[config.mk]
export PLATFORM = sky130hd
export DESIGN_NAME = jk_seq_ctrl
export DESIGN_NICKNAME = d
export VERILOG_FILES = /design/src/rtl/jk_seq_ctrl.sv
export SDC_FILE = /design/constraint.sdc
export NUM_CORES = 1
export LEC_CHECK = 0
export BUFFER_PORTS_ARGS = -buffer_cell sky130_fd_sc_hd__buf_2
export CORE_MARGIN = 1.5
export CORE_UTILIZATION = 56
export CTS_BUF_LIST = sky130_fd_sc_hd__clkbuf_8
export DETAILED_ROUTE_END_ITERATION = 8
export PLACE_DENSITY = 0.9
export SLEW_MARGIN = 20
export SYNTH_ARGS = -nofsm -noshare
export SYNTH_HDL_FRONTEND = slang
export SYNTH_SLANG_ARGS = --single-unit
[constraint.sdc]
create_clock -name CLK -period 2.5 [get_ports CLK]
set_input_delay 0.5 -clock CLK [delete_from_list [all_inputs] [get_ports CLK]]
set_output_delay 0.5 -clock CLK [all_outputs]
set_load 0.02 [all_outputs]
[src/rtl/jk_seq_ctrl.sv]
// jk_seq_ctrl: sequences a bank of WIDTH JK flip-flops through clear, set,
// load, toggle and multi-step binary count commands over a valid/ready
// command port. J/K are registered on the rising edge; the bank itself
// samples them on the falling edge and reports its state back on Q_FB.
//
// Optional feature (macro JK_SEQ_LOAD_CHECK_EN): after a LOAD, Q_FB is
// compared with the loaded value as the FSM enters FIN. ERR flags a
// mismatch together with DONE and holds until the next command is accepted.
// Without the macro, ERR is tied low.
//
// state   | meaning
// --------+-----------------------------------------------------------
// S_IDLE  | waiting for a command, CMD_READY=1, J=K=0
// S_APPLY | one cycle of CLEAR/SET/LOAD/TOGGLE drive on J/K
// S_COUNT | one count step per cycle, step_cnt cycles in total
// S_FIN   | DONE pulse, J=K=0, back to S_IDLE next cycle
module jk_seq_ctrl #(
  parameter int WIDTH = 4
) (
  input  logic             CLK,
  input  logic             RN,
  input  logic             CMD_VALID,
  output logic             CMD_READY,
  input  logic [2:0]       CMD_OP,
  input  logic [WIDTH-1:0] CMD_DATA,
  input  logic [7:0]       CMD_CNT,
  input  logic [WIDTH-1:0] Q_FB,
  output logic [WIDTH-1:0] J,
  output logic [WIDTH-1:0] K,
  output logic             BUSY,
  output logic             DONE,
  output logic             ERR
);

  localparam logic [1:0] S_IDLE  = 2'd0;
  localparam logic [1:0] S_APPLY = 2'd1;
  localparam logic [1:0] S_COUNT = 2'd2;
  localparam logic [1:0] S_FIN   = 2'd3;

  localparam logic [2:0] OP_CLEAR  = 3'b001;
  localparam logic [2:0] OP_SET    = 3'b010;
  localparam logic [2:0] OP_LOAD   = 3'b011;
  localparam logic [2:0] OP_TOGGLE = 3'b100;
  localparam logic [2:0] OP_UP     = 3'b101;
  localparam logic [2:0] OP_DOWN   = 3'b110;

  logic [1:0]       state;
  logic [2:0]       op_lat;
  logic [7:0]       step_cnt;
  logic [WIDTH-1:0] up_jk;
  logic [WIDTH-1:0] dn_jk;

  // Bit i toggles when every lower bit is 1; bit 0 always toggles.
  function automatic logic [WIDTH-1:0] carry_chain(input logic [WIDTH-1:0] v);
    logic [WIDTH-1:0] r;
    logic             acc;
    acc = 1'b1;
    for (int i = 0; i < WIDTH; i++) begin
      r[i] = acc;
      acc  = acc & v[i];
    end
    return r;
  endfunction

  // Toggle enables for one increment (from Q) or one decrement (from ~Q).
  assign up_jk = carry_chain(Q_FB);
  assign dn_jk = carry_chain(~Q_FB);

  assign CMD_READY = (state == S_IDLE);
  assign BUSY      = (state == S_APPLY) || (state == S_COUNT);
  assign DONE      = (state == S_FIN);

  // Command FSM with registered J/K; J/K default to hold (0) every cycle.
  always_ff @(posedge CLK or negedge RN) begin
    if (!RN) begin
      state    <= S_IDLE;
      op_lat   <= 3'b000;
      step_cnt <= 8'd0;
      J        <= '0;
      K        <= '0;
    end else begin
      J <= '0;
      K <= '0;
      case (state)
        S_IDLE: begin
          if (CMD_VALID) begin
            op_lat   <= CMD_OP;
            step_cnt <= CMD_CNT;
            case (CMD_OP)
              OP_CLEAR: begin
                state <= S_APPLY;
                K     <= '1;
              end
              OP_SET: begin
                state <= S_APPLY;
                J     <= '1;
              end
              OP_LOAD: begin
                state <= S_APPLY;
                J     <= CMD_DATA;
                K     <= ~CMD_DATA;
              end
              OP_TOGGLE: begin
                state <= S_APPLY;
                J     <= CMD_DATA;
                K     <= CMD_DATA;
              end
              OP_UP, OP_DOWN: begin
                if (CMD_CNT != 8'd0) begin
                  state <= S_COUNT;
                  J     <= (CMD_OP == OP_UP) ? up_jk : dn_jk;
                  K     <= (CMD_OP == OP_UP) ? up_jk : dn_jk;
                end else begin
                  state <= S_FIN;
                end
              end
              default: state <= S_FIN;
            endcase
          end
        end
        S_APPLY: state <= S_FIN;
        S_COUNT: begin
          if (step_cnt == 8'd1) begin
            state <= S_FIN;
          end else begin
            step_cnt <= step_cnt - 8'd1;
            J        <= (op_lat == OP_UP) ? up_jk : dn_jk;
            K        <= (op_lat == OP_UP) ? up_jk : dn_jk;
          end
        end
        default: state <= S_IDLE;
      endcase
    end
  end

`ifdef JK_SEQ_LOAD_CHECK_EN
  logic [WIDTH-1:0] data_lat;
  logic             err_q;

  // Load verification: Q_FB has settled by the APPLY->FIN edge.
  always_ff @(posedge CLK or negedge RN) begin
    if (!RN) begin
      data_lat <= '0;
      err_q    <= 1'b0;
    end else if (state == S_IDLE && CMD_VALID) begin
      data_lat <= CMD_DATA;
      err_q    <= 1'b0;
    end else if (state == S_APPLY && op_lat == OP_LOAD) begin
      err_q <= (Q_FB != data_lat);
    end
  end

  assign ERR = err_q;
`else
  assign ERR = 1'b0;
`endif

endmodule
==> impl_results.md <==
* R2R Path End: step_cnt[2]$_DFFE_PN0P_
* Status: completed
* Clk_lat worst skew at 0.27 ns
* Reg2reg setup slack at 0.45 ns
* Crit path cell chain: inv_1 > ha_1 > mux2i_1 > o31ai_1 > a221o_1
* Clock skew at 0.004955 ns
* DR WL met3 at 258 um
* Die X at 55.08 um
* Worst Path Buf+Inv at 1
* Rel. slew slack at 63.48%
* RSZ-0062 raised after global routing: false
* Synthesized cell area at 1519 um2
* Number of CTS-inserted buffers at 3
* Hold buffer count at CTS at 0
* Synth top cells by count: 21 x dfrtp_1, 18 x nand2_1, 13 x a21oi_1
* Core area at 2522 um2
* Syn. warnings at 0
* Max Clk Rate at 488.8 MHz
* DRT antenna net count at 0
* Crit path DAT at 2.20 ns
* Final hold slack at 0.1713 ns
* Port Buf Inserts at 31
* Sum Neg Setup Slack at 0 ns
* Reg clk slew, reported paths at 0.08 ns
* Final hold vios at 0
* VDD IR max at 811.5 uV
* Register area share after synthesis at 34.60%
* DR WL/cell at 16.20 um
* Cells after Synth at 180
* Worst Path Required at 2.65 ns
* Share of cells above drive strength 1 at 22.22%
* Layout area overhead at 13.92%
* Synth top area share at 34.60%
* Cell Area, Placed at 1684 um2
* Async SR Flop Fraction at 100.0%
* Vias in the first global route at 1,326
* Overall global routing resource usage at 28.41%
* Worst r2r path cells at 5
* Cell family with most CP delay: adder cells
* Top Ports at 34
* Largest net degree at the start of global routing at 22
* First-pass GRT wire length at 6175 um
* Most frequent cell after synthesis: dfrtp_1
* Placed Cells at 233
* Comb pwr share at 56.4%
* CP endpoint kind: flop
* Period minus WS final at 2.046 ns
* Total power at 1.947 mW
* P_sw at 0.9160 mW
* Post-DP HPWL at 2790 um
* Fin crit share at 81.83%
* Worst-margin pin slew at 0.5428 ns
* Starting Density at 60.22%
* Setup Fix Bufs, Post-CTS at 0
* Via density per instance at 6.350
* H-tree depth at 1
* Antenna Cells at 0
* Sw Share at 47.05%
* Register bit count reported by yosys at 21
* Clock power share at 12.1%
* Max-cap viol count at 0
* Crit-path max FO at 16
* Vert. Die Dim at 55.08 um
* DRT Wirelength at 3839 um
* Gates resized, CTS repair at 0
* FP Rows at 18
* Initial DRT Pass Iterations at 4
* Hold Path Class: in -> async
* Sink Count at 21
* Root Driver: clkbuf_8
* Finish-stage setup viols at 0
* Fin area at 1730 um2
* Max-slew violations at 0
* Routability Congestion at 0.9499
* Post-route insts no fill at 237
* CP startpoint kind: flop
* Setup CP Type: reg -> reg
* Leak Pwr at 0.8210 nW
* Initial antenna violation count at 0
* Internal Power at 1.031 mW
* Number of flops mapped to enable cells by yosys at 0
* Metal2 WL at 1910 um
* Post-synth top area cell: dfrtp_1
* Die Area at 3034 um2
* Synth cell types at 52
* Final net count at 235
* Flop pwr share at 31.5%
* Syn_nets at 207
* Syn avg cell area at 8.439 um2
* DR DRC count at 0
* Power density cells at 1125 nW/um2
* Via count at 1,505
* R2r startpoint: state[0]$_DFFE_PN0P_
* Synth top area cells: dfrtp_1 35%, mux2i_1 4.6%, nand2_1 4.4%, a21oi_1 4.3%, ha_1 4.1%
* Met1 Routed Length at 1628 um
* Iteration-0 DRC Markers at 72
* Worst-case clock buffer depth at 2
* Top_reg_cell synth: dfrtp_1
* Worst path slowest cell: ha_1
* Top sig layer: met4
* TritonCTS clock tree: built
* Grt ovf at 0
* CP peak stage delay at 0.50 ns
==> metal layers <==
layer / global-route usage [%] / up-vias
li1: - / 714
met1: 37.02 / 714
met2: 49.80 / 72
met3: 2.688 / 5
met4: 8.130 / 0
met5: 0 / -
==> metrics by stage <==
stage               setup slack, ns  utilization (%)
detailed placement           0.5032            66.77
finish                       0.4543            68.60
floorplan                    0.6886                -
global placement             0.6208            66.77
global route                 0.3363            68.60
CTS                          0.4901            68.60
==> state kept, by name, summed over array words and instances (netlist names) <==
signal,count
K,4
state,2
step_cnt,8
op_lat,3
J,4
==> cell usage in the layout, fill, tap and decap left out, types with 3 or more instances in the layout <==
cell type,synthesis,routed
nand2_1,18,18
a211oi_1,3,3
nand2b_1,4,4
ha_1,5,5
dfrtp_1,21,21
nand3_1,8,8
o21ai_1,9,9
a31oi_1,4,4
nor2_1,8,8
nor4_1,4,4
o21ai_0,5,5
nor2b_1,4,4
buf_2,1,31
nor3b_1,3,3
mux2i_1,7,7
inv_1,11,11
a21oi_1,13,13
a211o_1,4,4
clkbuf_8,0,3
==> logic make-up after synthesis <==
group	synth area share (%)
other	0.2469
flip-flops	34.60
AND/OR/NAND/NOR	21.25
AO/OA/AOI/OAI	25.45
XOR/XNOR	1.730
buffers and inverters	5.766
multiplexers	6.837
adder cells (fa/ha/maj)	4.119
==> cell type report <==
type / count / area (um2)
multi-input combinational: 137 / 905.9
fill: 208 / 792.0
sequential: 21 / 525.5
timing repair buffer: 33 / 170.2
inverter: 12 / 45.04
clock buffer: 3 / 41.29
tap: 30 / 37.54
clock inverter: 1 / 5.005
==> power by group through the flow <==
stage / Combinational (mW) / Sequential [mW] / Clock [mW]
floorplan: 0.765 / 0.633 / 0
global placement: 1.01 / 0.599 / 0
detailed placement: 1.07 / 0.610 / 0
CTS: 1.09 / 0.606 / 0.236
global route: 1.20 / 0.629 / 0.247
finish: 1.10 / 0.612 / 0.236
==> worst register-to-register path, delay by kind of cell (launching register included) <==
| family | cells | cell delay (ns) |
|---|---|---|
| compound gates | 2 | 0.45 |
| buf+inv | 1 | 0.10 |
| mux | 1 | 0.48 |
| fa+ha+maj | 1 | 0.50 |
| flops | 1 | 0.39 |
==> how the worst max path moves through the flow <==
| stage | cells after the start | endpoint | startpoint |
|---|---|---|---|
| after global placement | 5 | step_cnt[2]$_DFFE_PN0P_ | state[0]$_DFFE_PN0P_ |
| after global routing | 5 | step_cnt[2]$_DFFE_PN0P_ | state[0]$_DFFE_PN0P_ |
| final | 5 | step_cnt[2]$_DFFE_PN0P_ | state[0]$_DFFE_PN0P_ |
| after floorplan | 7 | J[2]$_DFF_PN0_ | state[0]$_DFFE_PN0P_ |
| after detailed placement | 5 | step_cnt[2]$_DFFE_PN0P_ | state[0]$_DFFE_PN0P_ |
| after CTS | 3 | CMD_READY | state[0]$_DFFE_PN0P_ |
Power figures use the tool's default switching activity.
